==> src/rtl/rmgmt_mem_arbiter_pkg.sv <==
// rtl/rmgmt_mem_arbiter_pkg.sv - shared RISC-MGMT types used by the memory arbiter
package rmgmt_mem_arbiter_pkg;

  typedef enum logic [1:0] {
    ARB_IDLE     = 2'd0,
    ARB_GNT_PIPE = 2'd1,
    ARB_GNT_RM   = 2'd2
  } rmgmt_arb_state_t;

  // RISC-MGMT stores are always full-word.
  localparam logic [3:0] RM_BYTE_EN = 4'hF;

  // Contested arbitration: the priority side wins unless the other side is starved.
  function automatic logic rm_wins(input logic rm_is_prio, input logic starved);
    return rm_is_prio ^ starved;
  endfunction

endpackage

==> src/rtl/rv32i_types_pkg.sv <==
// rtl/rv32i_types_pkg.sv - RV32I shared scalar types
package rv32i_types_pkg;

  typedef logic [31:0] word_t;

endpackage

==> src/rtl/rmgmt_mem_arbiter.sv <==
// rtl/rmgmt_mem_arbiter.sv - arbitrates pipeline and RISC-MGMT data requests onto one memory bus
module rmgmt_mem_arbiter
  import rv32i_types_pkg::*;
  import rmgmt_mem_arbiter_pkg::*;
#(
  parameter int RMGMT_PRIORITY = 1,
  parameter int STARVE_LIMIT   = 4
) (
  input  logic       CLK,
  input  logic       nRST,
  input  word_t      pipe_addr,
  input  word_t      pipe_wdata,
  input  logic [3:0] pipe_byte_en,
  input  logic       pipe_ren,
  input  logic       pipe_wen,
  output word_t      pipe_rdata,
  output logic       pipe_busy,
  input  logic       rm_req_mem,
  input  word_t      rm_addr,
  input  word_t      rm_store,
  input  logic       rm_ren,
  input  logic       rm_wen,
  output word_t      rm_load,
  output logic       rm_busy,
  output word_t      bus_addr,
  output word_t      bus_wdata,
  output logic [3:0] bus_byte_en,
  output logic       bus_ren,
  output logic       bus_wen,
  input  word_t      bus_rdata,
  input  logic       bus_busy
);

  localparam int               CNT_W      = (STARVE_LIMIT < 1) ? 1 : $clog2(STARVE_LIMIT + 1);
  localparam logic [CNT_W-1:0] CNT_MAX    = CNT_W'(STARVE_LIMIT);
  localparam logic             RM_IS_PRIO = (RMGMT_PRIORITY != 0);

  rmgmt_arb_state_t state_q, state_d;
  logic [CNT_W-1:0] starve_cnt_q, starve_cnt_d;
  logic             bus_ren_q, bus_ren_d;
  logic             bus_wen_q, bus_wen_d;
  word_t            bus_addr_q, bus_addr_d;
  word_t            pipe_hold_q, pipe_hold_d;
  word_t            rm_hold_q, rm_hold_d;

  logic pipe_req;
  logic rm_req;
  logic starved;
  logic contested;
  logic grant_pipe;
  logic grant_rm;
  logic prio_grant;
  logic nprio_grant;
  logic pipe_cmpl;
  logic rm_cmpl;

  assign pipe_req = pipe_ren | pipe_wen;
  assign rm_req   = rm_req_mem & (rm_ren | rm_wen);
  assign starved  = (starve_cnt_q == CNT_MAX);

  always_ff @(posedge CLK) begin
    if (!nRST) begin
      state_q      <= ARB_IDLE;
      starve_cnt_q <= '0;
      bus_ren_q    <= 1'b0;
      bus_wen_q    <= 1'b0;
      bus_addr_q   <= '0;
      pipe_hold_q  <= '0;
      rm_hold_q    <= '0;
    end else begin
      state_q      <= state_d;
      starve_cnt_q <= starve_cnt_d;
      bus_ren_q    <= bus_ren_d;
      bus_wen_q    <= bus_wen_d;
      bus_addr_q   <= bus_addr_d;
      pipe_hold_q  <= pipe_hold_d;
      rm_hold_q    <= rm_hold_d;
    end
  end

  always_comb begin
    state_d      = state_q;
    starve_cnt_d = starve_cnt_q;
    bus_ren_d    = bus_ren_q;
    bus_wen_d    = bus_wen_q;
    bus_addr_d   = bus_addr_q;
    pipe_hold_d  = pipe_hold_q;
    rm_hold_d    = rm_hold_q;
    contested    = 1'b0;
    grant_pipe   = 1'b0;
    grant_rm     = 1'b0;

    case (state_q)
      ARB_IDLE: begin
        if (pipe_req && rm_req) begin
          contested  = 1'b1;
          grant_rm   = rm_wins(RM_IS_PRIO, starved);
          grant_pipe = !grant_rm;
        end else begin
          grant_pipe = pipe_req;
          grant_rm   = rm_req;
        end
      end
      // A withdrawn winner still waits out the bus, but its data is dropped.
      ARB_GNT_PIPE: begin
        if (!bus_busy) begin
          if (pipe_req) pipe_hold_d = bus_rdata;
          grant_rm = rm_req;
        end
      end
      ARB_GNT_RM: begin
        if (!bus_busy) begin
          if (rm_req) rm_hold_d = bus_rdata;
          grant_pipe = pipe_req;
        end
      end
      default: begin
        state_d   = ARB_IDLE;
        bus_ren_d = 1'b0;
        bus_wen_d = 1'b0;
      end
    endcase

    if (grant_pipe) begin
      state_d    = ARB_GNT_PIPE;
      bus_ren_d  = pipe_ren;
      bus_wen_d  = pipe_wen;
      bus_addr_d = pipe_addr;
    end else if (grant_rm) begin
      state_d    = ARB_GNT_RM;
      bus_ren_d  = rm_ren;
      bus_wen_d  = rm_wen;
      bus_addr_d = rm_addr;
    end else if (state_q != ARB_IDLE && !bus_busy) begin
      state_d   = ARB_IDLE;
      bus_ren_d = 1'b0;
      bus_wen_d = 1'b0;
    end

    prio_grant  = RM_IS_PRIO ? grant_rm : grant_pipe;
    nprio_grant = RM_IS_PRIO ? grant_pipe : grant_rm;
    if (nprio_grant) begin
      starve_cnt_d = '0;
    end else if (prio_grant && contested && !starved) begin
      starve_cnt_d = starve_cnt_q + 1'b1;
    end
  end

  always_comb begin
    bus_addr    = bus_addr_q;
    bus_ren     = 1'b0;
    bus_wen     = 1'b0;
    bus_wdata   = '0;
    bus_byte_en = '0;
    pipe_cmpl   = 1'b0;
    rm_cmpl     = 1'b0;

    case (state_q)
      ARB_GNT_PIPE: begin
        bus_ren     = bus_ren_q;
        bus_wen     = bus_wen_q;
        bus_wdata   = pipe_wdata;
        bus_byte_en = pipe_byte_en;
        pipe_cmpl   = !bus_busy && pipe_req;
      end
      ARB_GNT_RM: begin
        bus_ren     = bus_ren_q;
        bus_wen     = bus_wen_q;
        bus_wdata   = rm_store;
        bus_byte_en = RM_BYTE_EN;
        rm_cmpl     = !bus_busy && rm_req;
      end
      default: ;
    endcase

    pipe_busy  = pipe_req && !pipe_cmpl;
    rm_busy    = rm_req && !rm_cmpl;
    pipe_rdata = pipe_cmpl ? bus_rdata : pipe_hold_q;
    rm_load    = rm_cmpl ? bus_rdata : rm_hold_q;
  end

endmodule

==> config.mk <==
export PLATFORM = sky130hd
export DESIGN_NAME = rmgmt_mem_arbiter
export DESIGN_NICKNAME = d
export VERILOG_FILES = /design/src/rtl/rmgmt_mem_arbiter_pkg.sv /design/src/rtl/rv32i_types_pkg.sv /design/src/rtl/rmgmt_mem_arbiter.sv
export SDC_FILE = /design/constraint.sdc
export NUM_CORES = 1
export LEC_CHECK = 0
export ABC_AREA = 0
export BUFFER_PORTS_ARGS = -buffer_cell sky130_fd_sc_hd__buf_4
export CAP_MARGIN = 20
export CORE_AREA = 3 3 118 120
export DETAILED_ROUTE_END_ITERATION = 7
export DIE_AREA = 0 0 121 123
export GPL_TIMING_DRIVEN = 0
export PLACE_DENSITY = 0.73
export RECOVER_POWER = 25
export SYNTH_ARGS = -nofsm -noshare
export SYNTH_HDL_FRONTEND = slang
export SYNTH_SLANG_ARGS = --single-unit
export TNS_END_PERCENT = 30
==> constraint.sdc <==
create_clock -name CLK -period 2.05 [get_ports CLK]
set_input_delay 0.205 -clock CLK [delete_from_list [all_inputs] [get_ports CLK]]
set_output_delay 0.205 -clock CLK [all_outputs]
set_load 0.005 [all_outputs]
==> run summary <==
Boundary Pins: 308
Tightest Hold Check Type: in -> reg
Final Slew Violations: 0
Total Routing Usage GR: 0.216
Final Hold Viols: 0
Initial antenna violation count: 0
Power per cell area: 660 nW/um^2
Final setup viols: 22
Prevailing post-synth register cell: dfxtp_1
Num CTS Buffers: 9
Clock Latency Late Sink: 0.33 ns
Async S/R FF share, synth: 0
Via/cell ratio: 4.93
CTS Sinks: 103
Final HPWL DP: 13400 microns
CP max stage cell: dfxtp_4
Num rows: 42
Cell Area, Synth: 5070 sq um
Yosys top cell area share: 0.407
Clock transition at path regs: 0.07 ns
Adder-Cell Fraction of Synth Area: 0.0123
Worst Clk Skew: 0.00662 ns
Synth Area in Simple Gates: 0.157
Critical path type: reg -> out
Synth Area in Compound Gates: 0.144
1st-pass router iterations: 5
Avg Cell Area, Syn: 10.3 sq um
Relative slew slack: 0.627
Clock buffer depth: 2
Vias post-DR: 5003
Core area: 13100 sq um
Share of cells above drive strength 1: 0.535
Cell taking the most area after synthesis: dfxtp_1
Port buffer count: 306
Initial Util: 0.387
RSZ-0062 raised after global routing: true
WL per Instance: 17.5 microns
Leakage: 3.95 nW
Worst Path Max Fanout: 8
CTS H-tree lvls: 3
Met3 wire length: 1380 microns
CP arrival: 1.88 ns
CTS root buf: clkbuf_16
Pin count of the biggest net entering global routing: 18
Layout fillers: 1049
Area of the multi-input gates: 2930 sq um
Register area: 2070 sq um
DR top layer: met4
Worst Setup Start Kind: flop
Largest family of logic cells by synthesized area: multiplexers
Status: complete, but fails checks
Min Tclk post-route: 2.08 ns
# DRC: 0
Post-Synth XOR/XNOR Area: 0.00173
Failing checks: setup timing
Core Util, Final: 0.664
Diodes inserted: 0
Die area: 14900 sq um
First-pass GRT wire length: 26000 microns
VDD IR-drop max: 0.449 mV
CTS tree: yes
Most common cell on crit path: buf_6
Total power: 5.73 mW
Setup Total Neg Slack: -0.416 ns
Peak Freq: 480 MHz
Nets: 1011
Yosys cell types: 42
Area grow syn2layout: 71.4%
Gpl congestion: 0.835
Crit. End Element: output port
Number of synthesized flops with an enable pin: 0
1st-iter DRT viols: 175
Count leader, synth: dfxtp_1
Net Count, Synth: 671
Register bit total from synthesis: 103
GRT overflow: 0
Final hold slack: 0.146 ns
Vert. Die Dim: 123 microns
Met1 WL: 6740 microns
Vias in the first global route: 5008
Crit path largest cell delay: 0.37 ns
Final setup margin: -0.0329 ns
MaxCap Viol Count: 0
Metal2 WL: 9220 microns
Measured slew at the worst slew-check pin: 0.560 ns
Wirelength, routed: 17800 microns
Register area share after synthesis: 0.407
Post-synth top cells: dfxtp_1, and2_1, a21oi_1
Post-route ant nets: 0
Fin crit share: 1.02
CP Cell Sequence: buf_6 -> ha_4 -> nand2b_4 -> nor2_4 -> buf_12 -> clkbuf_16 -> mux2_4 -> buf_6
Data required time of the critical path: 1.85 ns
Synth warn: 0
Post-synthesis mux area share: 0.230
Mapped Cells: 494
Die width: 121 microns
Largest cells by area after synthesis: dfxtp_1, mux2_4, and2_1
==> metrics by stage <==
step	instances	setup slack, ns	cell area (sq um)
after floorplan	494	0.228	5070
after global placement	976	-0.212	7580
after detailed placement	976	-0.258	7580
after CTS	1008	-0.121	8460
after global routing	1015	-0.0954	8690
final	1015	-0.0329	8690
==> critical path, delay by kind of cell, from the launching register on <==
family | cells | cell delay [ns]
adder cells (fa/ha/maj) | 1 | 0.14
buffers and inverters | 4 | 0.55
flip-flops | 1 | 0.37
multiplexers | 1 | 0.31
AND/OR/NAND/NOR | 2 | 0.17
==> cell families after synthesis <==
family	after synthesis
compound gates	117
xor+xnor	1
fa+ha+maj	5
buf+inv	45
flops	103
mux	97
simple gates	126
==> power breakdown <==
part	switching (mW)	internal (mW)
registers	0.0744	2.14
logic	0.695	0.979
clock network	0.767	1.08
total	1.54	4.20
==> metal layers <==
| metal | global-route usage | vias up |
|---|---|---|
| li1 | - | 2406 |
| met1 | 0.250 | 2355 |
| met2 | 0.390 | 214 |
| met3 | 0.0558 | 28 |
| met4 | 0.0680 | 0 |
| met5 | 0 | - |
==> path summary, 6_finish.rpt <==
check / start / to / slack [ns] / depth (start not counted)
hold reg to reg: bus_ren_q / bus_ren_q / 0.51 / 1
hold / removal: pipe_addr[5] / bus_addr[5] / 0.15 / 3
setup reg to reg: state_q[0] / bus_addr[7] / 0.07 / 11
setup / recovery: state_q[0] / pipe_rdata[7] / -0.03 / 8
==> cell usage in the layout, fill, tap and decap left out, drive strengths merged, types with 2 or more instances in the layout <==
cell type | Yosys | routed
a211oi | 2 | 2
a21oi | 37 | 37
a22oi | 32 | 32
a32oi | 2 | 2
and2 | 68 | 68
buf | 19 | 312
bufinv | 0 | 2
clkbuf | 21 | 66
clkinv | 0 | 2
dfxtp | 103 | 103
ha | 5 | 5
inv | 5 | 7
mux2 | 64 | 64
mux2i | 33 | 33
nand2 | 2 | 2
nand2b | 3 | 3
nand4 | 4 | 4
nor2 | 7 | 7
nor2b | 37 | 37
o211a | 2 | 2
o21ai | 35 | 35
or2 | 2 | 2
==> registers in the layout, summed over array words and instances (netlist names) <==
register,cells
pipe_hold_q,32
rm_hold_q,32
starve_cnt_q,3
bus_addr,32
state_q,2
bus_wen_q,1
bus_ren_q,1
==> repair_timing <==
action	in CTS	in global routing
pin swaps	3	3
resized for setup	113	59
gates cloned	2	3
hold buffers	0	0
endpoints found under the setup margin	126	128
buffers inserted	14	7
==> cell type report <==
type	count	area share
well taps	176	0.0254
clock buffers	9	0.0259
inverters	5	0.00303
repair buffers	330	0.320
multi-input cells	346	0.338
flip-flops and latches	103	0.238
plain buffers	39	0.0385
clock inverters	7	0.0109
Note: power is estimated with default switching activity, not from simulation.
